==> src/rtl/exmple_md_arb.sv <==
// exmple_md_arb: round-robin arbiter sequencing NREQ requesters onto one inpdata+insdata datapath.
// Optional statistics ports (op_cnt, grant_last) are enabled by EXMPLE_MD_ARB_STAT_EN.
module exmple_md_arb #(
    parameter int NREQ  = 4,
    parameter int DSIZE = 8,
    localparam int IDW  = (NREQ > 1) ? $clog2(NREQ) : 1
) (
    input  logic                clock,
    input  logic                rst_n,
    input  logic [NREQ-1:0]     req_vld,
    output logic [NREQ-1:0]     req_rdy,
    input  logic [NREQ*8-1:0]   req_inpdata,
    input  logic [NREQ-1:0]     req_insdata,
    output logic [7:0]          dp_inpdata,
    output logic                dp_insdata,
    input  logic [DSIZE-1:0]    dp_ldata,
    output logic                rsp_vld,
    input  logic                rsp_rdy,
    output logic [IDW-1:0]      rsp_id,
    output logic [DSIZE-1:0]    rsp_data,
`ifdef EXMPLE_MD_ARB_STAT_EN
    output logic [15:0]         op_cnt,
    output logic [IDW-1:0]      grant_last,
`endif
    output logic                busy
);
    typedef enum logic [1:0] {IDLE, ISSUE, WAIT, RESP} state_t;

    state_t           state_q, state_d;
    logic [IDW-1:0]   ptr_q, rsp_id_q, win;
    logic [7:0]       dp_inpdata_q, sel_data;
    logic             dp_insdata_q, sel_ins, any, accept;
    logic [DSIZE-1:0] rsp_data_q;
    logic [IDW:0]     sum, idx;

    // Descending offset scan so the requester closest to the pointer wins last and therefore sticks.
    always_comb begin
        win = '0;
        sum = '0;
        idx = '0;
        for (int i = NREQ - 1; i >= 0; i--) begin
            sum = {1'b0, ptr_q} + (IDW+1)'(i);
            idx = (sum >= (IDW+1)'(NREQ)) ? sum - (IDW+1)'(NREQ) : sum;
            if (req_vld[idx[IDW-1:0]]) win = idx[IDW-1:0];
        end
    end

    always_comb begin
        sel_data = '0;
        sel_ins  = 1'b0;
        for (int j = 0; j < NREQ; j++) begin
            if (win == IDW'(j)) begin
                sel_data = req_inpdata[8*j +: 8];
                sel_ins  = req_insdata[j];
            end
        end
    end

    assign any    = |req_vld;
    assign accept = (state_q == IDLE) && any;

    always_ff @(posedge clock or negedge rst_n) begin
        if (!rst_n) state_q <= IDLE;
        else        state_q <= state_d;
    end

    always_comb begin
        state_d = state_q;
        unique case (state_q)
            IDLE:    state_d = any ? ISSUE : IDLE;
            ISSUE:   state_d = WAIT;
            WAIT:    state_d = RESP;
            RESP:    state_d = rsp_rdy ? IDLE : RESP;
            default: state_d = IDLE;
        endcase
    end

    always_comb begin
        req_rdy = accept ? (NREQ'(1) << win) : '0;
        rsp_vld = (state_q == RESP);
        busy    = (state_q != IDLE);
    end

    always_ff @(posedge clock or negedge rst_n) begin
        if (!rst_n) begin
            ptr_q        <= '0;
            dp_inpdata_q <= '0;
            dp_insdata_q <= 1'b0;
            rsp_id_q     <= '0;
            rsp_data_q   <= '0;
        end else begin
            if (accept) begin
                dp_inpdata_q <= sel_data;
                dp_insdata_q <= sel_ins;
                rsp_id_q     <= win;
                ptr_q        <= (win == IDW'(NREQ - 1)) ? '0 : win + 1'b1;
            end
            if (state_q == WAIT) rsp_data_q <= dp_ldata;
        end
    end

    assign dp_inpdata = dp_inpdata_q;
    assign dp_insdata = dp_insdata_q;
    assign rsp_id     = rsp_id_q;
    assign rsp_data   = rsp_data_q;

`ifdef EXMPLE_MD_ARB_STAT_EN
    logic [15:0]    op_cnt_q;
    logic [IDW-1:0] grant_last_q;

    always_ff @(posedge clock or negedge rst_n) begin
        if (!rst_n) begin
            op_cnt_q     <= '0;
            grant_last_q <= '0;
        end else begin
            if (rsp_vld && rsp_rdy && op_cnt_q != 16'hFFFF) op_cnt_q <= op_cnt_q + 1'b1;
            if (accept) grant_last_q <= win;
        end
    end

    assign op_cnt     = op_cnt_q;
    assign grant_last = grant_last_q;
`endif
endmodule

==> config.mk <==
export PLATFORM = sky130hd
export DESIGN_NAME = exmple_md_arb
export DESIGN_NICKNAME = d
export VERILOG_FILES = /design/src/rtl/exmple_md_arb.sv
export SDC_FILE = /design/constraint.sdc
export NUM_CORES = 1
export LEC_CHECK = 0
export ABC_AREA = 1
export CORE_ASPECT_RATIO = 1.75
export CORE_MARGIN = 2
export CORE_UTILIZATION = 40
export CTS_BUF_LIST = sky130_fd_sc_hd__clkbuf_4 sky130_fd_sc_hd__clkbuf_8
export CTS_CLUSTER_DIAMETER = 50
export CTS_CLUSTER_SIZE = 40
export DETAILED_ROUTE_END_ITERATION = 12
export PLACE_DENSITY = 0.89
export SETUP_SLACK_MARGIN = 0.02
export SKIP_CTS_REPAIR_TIMING = 1
export SLEW_MARGIN = 20
export SYNTH_ARGS = -nofsm -noshare
export SYNTH_HDL_FRONTEND = slang
export SYNTH_SLANG_ARGS = --single-unit
==> constraint.sdc <==
create_clock -name clock -period 2.9 [get_ports clock]
set_input_delay 0.58 -clock clock [delete_from_list [all_inputs] [get_ports clock]]
set_output_delay 0.58 -clock clock [all_outputs]
set_load 0.02 [all_outputs]
=== Yosys cells after proc, flatten, opt, wreduce, memory -nomap -nowiden ===
Index checks and enable logic that the tools add are counted.
Widths: inputs -> output; s select.

* Register bits after elaboration: 23

* $add $sub $neg: 8
* Magnitude comparators: 8
* Equal/unequal tests: 6
* Shifts and indexed selects: 1
* Muxes and demuxes: 29
* Reductions and logical operators: 5

{| class="wikitable"
|+ Operator list
! kind !! number
|-
| $mux 8 || 4
|-
| $mux 2 || 10
|-
| $lt 2x3->1 const B || 4
|-
| $ge 3x3->1 const B || 3
|-
| $mux 1 || 9
|-
| $bmux 1 s2 || 4
|-
| $eq 2x2->1 const B || 4
|-
| $pmux 2 s4 || 1
|-
| $sub 2x1->2 const B || 4
|-
| $add 2x2->3 const B || 2
|-
| $eq 2x1->1 const B || 2
|-
| $logic_not 2->1 || 2
|-
| $mux 4 || 1
|-
| $reduce_or 4->1 || 1
|-
| $shl 1x2->4 const A || 1
|-
| $add 2x1->3 const B || 1
|-
| $ge 2x3->1 const B || 1
|-
| $add 2x1->2 const B || 1
|-
| $reduce_bool 2->1 || 1
|-
| $logic_and 1x1->1 || 1
|}

=== Logic depth before layout (Yosys ltp) ===
Gate-level depths: netlist (run 1).

* Depth after elaboration: 14
* Gate-level depth with buffers: 17
* Gate-level depth less buffers: 16

=== Worst setup path after synthesis (run 1) ===
OpenSTA, ideal clock, no wires.

* Path type: input port to output port
* Start: input req_vld[3]
* End: output req_rdy[2]
* Arrival: 2.037 ns
* Required time: 2.320 ns
* Slack: 0.283 ns
* Cell stages on the path: 13
* Cell sequence: inv_1 -> nand2_1 -> nand3_1 -> nand2_1 -> inv_1 -> nand2_1 -> nand2_2 -> nand2_2 -> inv_1 -> ha_1 -> buf_2 -> clkinv_1 -> nor2_1

* Word-level cells in the longest chain between the ends: 8

{| class="wikitable"
|+ Ends and longest elaborated chain
! what !! line !! source
|-
| start, declared || 10 || <nowiki>input logic [NREQ-1:0] req_vld,</nowiki>
|-
| $bmux 1 s2 || 44 || <nowiki>if (req_vld[idx[IDW-1:0]]) win = idx[IDW-1:0];</nowiki>
|-
| $mux 1 (implied by the code) || 44 ||
|-
| $mux 2 (3 in series) || 44 ||
|-
| $mux 2 (*) || 44 ||
|-
| named net win[0] || 30 || <nowiki>logic [IDW-1:0] ptr_q, rsp_id_q, win;</nowiki>
|-
| $shl 1x2->4 (*) || 79 || <nowiki>req_rdy = accept ? (NREQ'(1) << win) : '0;</nowiki>
|-
| $mux 4 (*) || 79 ||
|-
| end, declared || 11 || <nowiki>output logic [NREQ-1:0] req_rdy,</nowiki>
|}

Mark *: on every way through the listed nets, which the timed path passes. The rest lies on a longest branch. The select of a mux whose other input is x is not followed.

=== Worst setup path after layout (run 1) ===
* Start: input req_vld[2]
* End: output req_rdy[1]

The elaborated chain is that of the path after synthesis.

==> flow_metrics.tcl, run 1 <==
set metrics [dict create \
    grt_pass1_vias 1614 \
    cp.arrival_ns 2.21 \
    grt_setup_unrepaired "true" \
    report.power.total_mw 3.119 \
    grt_util_met1 0.2285 \
    finalSetupViolations 0 \
    dpl.cell_count 304 \
    cp_slowest_stage_delay_ns 0.48 \
    fin_skew_ns 0.002128 \
    num-fill-cells 282 \
    core_region_area_um2 3398 \
    globalplace.congestion 0.8785 \
    via_per_inst 5.058 \
    clk-insertion-delay-late_ns 0.26 \
    synth_seq_area_share 0.4021 \
    grt.met2_usage 0.4275 \
    p_seq_frac 0.196 \
    area_growth_pct 67.57 \
    yosys_warnings 0 \
    drt_iter0_markers 27 \
    die-area_um2 4092 \
    die_x_um 49.22 \
    grt_start_max_net_pins 24 \
    worstSetupEndpointType "primary output" \
    hold_class "reg -> reg" \
    period_share 0.9616 \
    final_common_cell "clkdlybuf4s50_1" \
    fmax_mhz 358.6 \
    leakagePower_nw 1.069 \
    outcome "completed" \
    h-tree-depth 1 \
    synth_top_cell_by_area "dfrtp_1" \
    clock-root-buffer "clkbuf_8" \
    hold_viol_final 0 \
    ir_drop_uv 861.5 \
    reg2reg_depth 16 \
    antenna_cells 0 \
    ff_latch_area_um2 575.6 \
    met3_usage 0.02518 \
    syn_nets 231 \
    wl_mm 4.507 \
    relSlewSlack 0.7224 \
    power.switching_mw 1.518 \
    synth_area_per_cell_um2 8.133 \
    drive_above_1_share 0.2395 \
    wire_per_inst_um 14.63 \
    switching_share 0.4867 \
    cts_num_sinks 23 \
    final_cells 308 \
    vias 1558 \
    pwr-share-comb 0.740 \
    synthCells 176 \
    worstSetupStartpointType "primary input" \
    power.density_nw_per_um2 1300 \
    layout_common_cells "clkdlybuf4s50_1 (70), nand2_1 (40), a21oi_1 (24)" \
    holdWs_ns 0.4832 \
    drtAntennaViolNets 0 \
    grt_pass1_wl_mm 7.058 \
    antenna_found_initial 0 \
    drc 0 \
    p_int_mw 1.601 \
    cts_buffers 3 \
    fp.dieH_um 83.14 \
    drv_cap 0 \
    crit_fanout 4 \
    cts_tree "built" \
    ys_types 25 \
    overflow 0 \
    crit_type "in -> out" \
    dr.pass1.iters 4 \
    place_hpwl_mm 3.429 \
    rows 28 \
    initial_core_util 0.4212 \
    grt_busiest_layer "met2" \
    min_path_cells 2 \
    grt.total_usage 0.2213 \
    crit_chain "clkdlybuf4s50_1 > inv_1 > nand2_2 > nand3_2 > nand2_1 > nand3_2 > nand2_2 > nand2_2 > nand2_4 > ha_2 > inv_1 > nor2_1 > buf_4" \
    clockBufferDepth 2 \
    p_clk_frac 0.064 \
    critical_path.most_common_cell "nand2_2" \
    pin_count 76 \
    setup_tns_ns 0 \
    required_ns 2.32 \
    clk_transition_reported_paths_ns 0.08 \
    io_buffers 75 \
    slowest_stage "clkdlybuf4s50_1" \
    worstMarginPinSlew_ns 0.4165 \
    synth_top_area_share 0.4021 \
    multi_input_area_um2 784.5 \
    drv_slew 0 \
    ys_ff_latch 23 \
    synthTopCellsByArea "dfrtp_1 (40%), nand2_1 (12%), a21oi_1 (8.4%), mux2_2 (6.3%), o211ai_1 (4.7%)" \
    fin_crit_ns 2.789 \
    finalNetCount 319 \
    netlist_area_um2 1431 \
]
power groups by stage:
stage	combinational, mW	clock, mW	sequential, mW
2_1_floorplan	1.21	0	0.750
3_3_place_gp	2.09	0	0.605
3_5_place_dp	2.14	0	0.613
4_1_cts	2.16	0.204	0.607
5_1_grt	2.52	0.216	0.633
6_report	2.31	0.200	0.612
flip-flops by register name (all words and copies together), names as in the netlist:
| register | cells |
|---|---|
| rsp_data | 8 |
| state_q | 2 |
| rsp_id | 2 |
| ptr_q | 2 |
| dp_inpdata | 8 |
| dp_insdata | 1 |
cell type report:
class                           count  area share
Sequential cell                    23      0.2400
Inverter                           17     0.03182
Timing Repair Buffer               90      0.3584
Clock inverter                      1    0.002087
Multi-Input combinational cell    129      0.3271
Tap cell                           45     0.02347
Clock buffer                        3     0.01721
cells by family after synthesis:
| group | share of synthesized area |
|---|---|
| and+or+nand+nor | 0.2378 |
| AOI/OAI and AO/OA | 0.1661 |
| buffers and inverters | 0.09615 |
| DFF | 0.4021 |
| muxes | 0.06294 |
| adders and majority gates | 0.03497 |
synth_stat cells:
cell	instances
nand2_1	44
a21oi_1	24
dfrtp_1	23
nor2_1	14
inv_1	11
o211ai_1	9
mux2_2	8
nand3_1	8
a21oi_2	4
ha_1	4
nand2_2	4
buf_2	3
buf_6	3
nand3_2	3
clkinv_1	2
inv_2	2
o21ai_1	2
and2_1	1
and2_4	1
buf_8	1
inv_4	1
inv_8	1
nand4_1	1
nor2_2	1
o21ai_0	1
routing by layer:
metal / up-vias / wire, µm
li1: 754 / -
met1: 752 / 1648
met2: 40 / 2611
met3: 12 / 116
met4: 0 / 130
met5: - / 0
through the flow:
step,setup WS [ns],area (µm²),util
3_3_place_gp,-0.3698,2287,0.6730
5_1_grt,0.001727,2399,0.7058
3_5_place_dp,-0.3960,2287,0.6730
6_report,0.1112,2399,0.7058
2_1_floorplan,0.2829,1431,-
4_1_cts,-0.4092,2333,0.6867
worst max-delay path, delay by kind of cell:
kind	cells	cell delay (ns)
AND/OR/NAND/NOR	8	0.69
buffers and inverters	4	0.73
adder cells (fa/ha/maj)	1	0.20
worst paths after layout:
check	from	end	slack, ns
setup reg to reg	ptr_q[0]	dp_inpdata[2]	0.45
min in group asynchronous	rst_n	ptr_q[0]	0.66
setup / recovery	req_vld[2]	req_rdy[1]	0.11
hold reg to reg	rsp_id[0]	rsp_id[0]	0.48
hold / removal	rsp_id[0]	rsp_id[0]	0.48
max in group asynchronous	rst_n	dp_inpdata[7]	2.00
(Power assumes the default switching activity.)
==> run 2, diff against run 1 <==
--- a/config.mk
+++ b/config.mk
@@ -5,15 +5,14 @@
 export SDC_FILE = /design/constraint.sdc
 export NUM_CORES = 1
 export LEC_CHECK = 0
-export ABC_AREA = 1
 export CORE_ASPECT_RATIO = 1.75
 export CORE_MARGIN = 2
-export CORE_UTILIZATION = 40
+export CORE_UTILIZATION = 39
 export CTS_BUF_LIST = sky130_fd_sc_hd__clkbuf_4 sky130_fd_sc_hd__clkbuf_8
 export CTS_CLUSTER_DIAMETER = 50
 export CTS_CLUSTER_SIZE = 40
 export DETAILED_ROUTE_END_ITERATION = 12
-export PLACE_DENSITY = 0.89
+export PLACE_DENSITY = 0.81
 export SETUP_SLACK_MARGIN = 0.02
 export SKIP_CTS_REPAIR_TIMING = 1
 export SLEW_MARGIN = 20
==> run 2 against run 1 <==
Against the previous run:
- combinational power decreased by 43%
- setup slack got worse by 0.049 ns
- sequential share of layout area increased by 1.9 points
- critical path type unchanged
- largest cell class unchanged
==> flow_metrics.tcl, run 2 <==
set metrics [dict create \
    pwr-share-comb 0.628 \
    wire_per_inst_um 13.16 \
    async_flop_share 1.000 \
    drtAntennaViolNets 0 \
    h-tree-depth 1 \
    leakagePower_nw 0.9650 \
    clock-root-buffer "clkbuf_8" \
    rows 28 \
    fp.dieH_um 81.40 \
    outcome "completed" \
    wl_mm 3.422 \
    drv_cap 0 \
    switching_share 0.3947 \
    reg2reg_from "ptr_q[0]" \
    finalNetCount 271 \
    ir_drop_uv 549.2 \
    fmax_mhz 352.4 \
    dpl.cell_count 256 \
    cts_buffers 3 \
    dr.pass1.iters 6 \
    layout_common_cells "clkdlybuf4s50_1 (70), dfrtp_1 (23), nor2_1 (13), inv_1 (13), buf_4 (12)" \
    grt_pass1_wl_mm 5.209 \
    overflow 0 \
    drive_above_1_share 0.1767 \
    die-area_um2 3925 \
    synthFlopType "dfrtp_1" \
    power.switching_uw 831.4 \
    grt_start_max_net_pins 24 \
    p_clk_frac 0.092 \
    clk-insertion-delay-late_ns 0.26 \
    pre_cts_ws_ns -0.3666 \
    initial_core_util 0.4011 \
    synthTopCellsByArea "dfrtp_1 (43%), mux2_2 (7.6%), a211o_1 (5.9%), a221oi_1 (5.9%), a31oi_2 (3.7%)" \
    drv_slew 0 \
    p_seq_frac 0.280 \
    hold_class "in -> async" \
    num-fill-cells 267 \
    setup_tns_ns 0 \
    vias 1298 \
    syn_nets 188 \
    crit_chain "clkdlybuf4s50_1 > nor2b_1 > nor3_2 > a31oi_1 > or2_1 > ha_1 > and2_1 > clkbuf_2" \
    yosysMostFrequentCell "dfrtp_1" \
    crit_start "req_vld[2]" \
    fin_crit_ns 2.838 \
    ys_types 30 \
    finalSetupViolations 0 \
    cp_num_buf_inv 2 \
    clockBufferDepth 2 \
    netlist_area_um2 1335 \
    period_share 0.9786 \
    pin_count 76 \
    cts_num_sinks 23 \
    ys_top_cells_by_count "dfrtp_1 (23), inv_1 (13), nor2_1 (13)" \
    io_buffers 75 \
    slowest_stage "clkdlybuf4s50_1" \
    setup_slack_ns 0.06205 \
    synth_seq_area_share 0.4311 \
    crit_type "in -> out" \
    crit_fanout 4 \
    fin_skew_ns 0.001877 \
    final_common_cell "clkdlybuf4s50_1" \
    yosys_warnings 0 \
    antenna_found_initial 0 \
    die_x_um 48.23 \
    worstMarginPinSlew_ns 0.6914 \
    grt_setup_unrepaired "true" \
    synth_top_cell_by_area "dfrtp_1" \
    grt.total_usage 0.1815 \
    p_int_mw 1.275 \
    worstSetupStartpointType "primary input" \
    cp_slowest_stage_delay_ns 0.52 \
    ys_ff_latch 23 \
    synth_area_per_cell_um2 10.04 \
    cts_tree "built" \
    drc 0 \
    relSlewSlack 0.5381 \
    fin_util 0.6673 \
    synth_edf_count 0 \
    grt_pass1_vias 1283 \
    power.density_nw_per_um2 948.5 \
    synthCells 133 \
    synth_top_area_share 0.4311 \
    area_growth_pct 66.35 \
    clk_transition_reported_paths_ns 0.08 \
    worstSetupEndpointType "primary output" \
    place_hpwl_mm 2.907 \
    globalplace.congestion 0.8795 \
    drt_iter0_markers 23 \
    antenna_cells 0 \
    cp.arrival_ns 2.26 \
    final_cells 260 \
    via_per_inst 4.992 \
    cpLargestDelayFamily "buffers and inverters" \
    core_region_area_um2 3328 \
    hold_viol_final 0 \
    required_ns 2.32 \
]
run 2: cell count changes after synthesis, sizes merged, moves of 3 or more:
cell    previous run  this run
o211ai             9         0
nand3             11         0
and2               2         5
a221oi             0         9
a211o              0         9
nor2b              0         4
nand2             48        10
a21oi             28         1
a31oi              0        10
run 2: cell families (layout without fill, tap and decap cells):
kind of cell               after synthesis  in the layout  synth area share
DFF                                     23             23            0.4311
buffers and inverters                   22            104           0.07684
muxes                                   10             10           0.08341
adders and majority gates                4              4           0.03749
and+or+nand+nor                         37             37            0.1331
AOI/OAI and AO/OA                       37             37            0.2381
run 2: worst reg2reg max path: cells and delay by family (launching register included):
family	cells	cell delay [ns]
adder cells (fa/ha/maj)	1	0.22
buffers and inverters	2	0.34
AO/OA/AOI/OAI	4	0.76
flip-flops	1	0.42
AND/OR/NAND/NOR	4	0.45
run 2: metal layers:
layer / vias to the layer above / wire [µm] / track usage
met4: 0 / 110 / 0.09189
met3: 9 / 297 / 0.03333
li1: 631 / - / -
met2: 62 / 1841 / 0.3237
met5: - / 0 / 0
met1: 596 / 1172 / 0.1851
run 2: cell type report:
cell class,count,area [µm²],share of cell area
multi-input combinational,88,670.6,0.3020
tap,45,56.30,0.02535
inverter,13,48.80,0.02197
clock inverter,1,5.005,0.002254
timing repair buffer,87,823.3,0.3707
sequential,23,575.6,0.2592
clock buffer,3,41.29,0.01859
run 2: path summary, 6_finish.rpt:
path | to | slack, ns | cells after the start
setup / recovery | req_rdy[2] | 0.06 | 8
min in group clock | rsp_data[5] | 0.51 | 1
hold reg to reg | rsp_data[5] | 0.51 | 1
setup reg to reg | dp_insdata | 0.63 | 11
hold / removal | state_q[1] | 0.27 | 1
max in group asynchronous | rsp_data[3] | 2.29 | 1
run 2: power by group through the flow:
| stage | sequential, mW | combinational [mW] | clock, mW |
|---|---|---|---|
| floorplan | 0.753 | 0.631 | 0 |
| global placement | 0.584 | 1.30 | 0 |
| detailed placement | 0.595 | 1.33 | 0 |
| CTS | 0.588 | 1.34 | 0.199 |
| global route | 0.612 | 1.43 | 0.211 |
| finish | 0.590 | 1.32 | 0.194 |
run 2: metrics by stage:
step / power [mW] / hold slack (ns) / instance area, µm²
6_report: 2.107 / 0.2712 / 2221
5_1_grt: 2.252 / 0.3073 / 2221
4_1_cts: 2.123 / 0.5127 / 2225
3_5_place_dp: 1.924 / 0.4945 / 2178
3_3_place_gp: 1.881 / 0.4875 / 2178
2_1_floorplan: 1.384 / 0.2844 / 1335
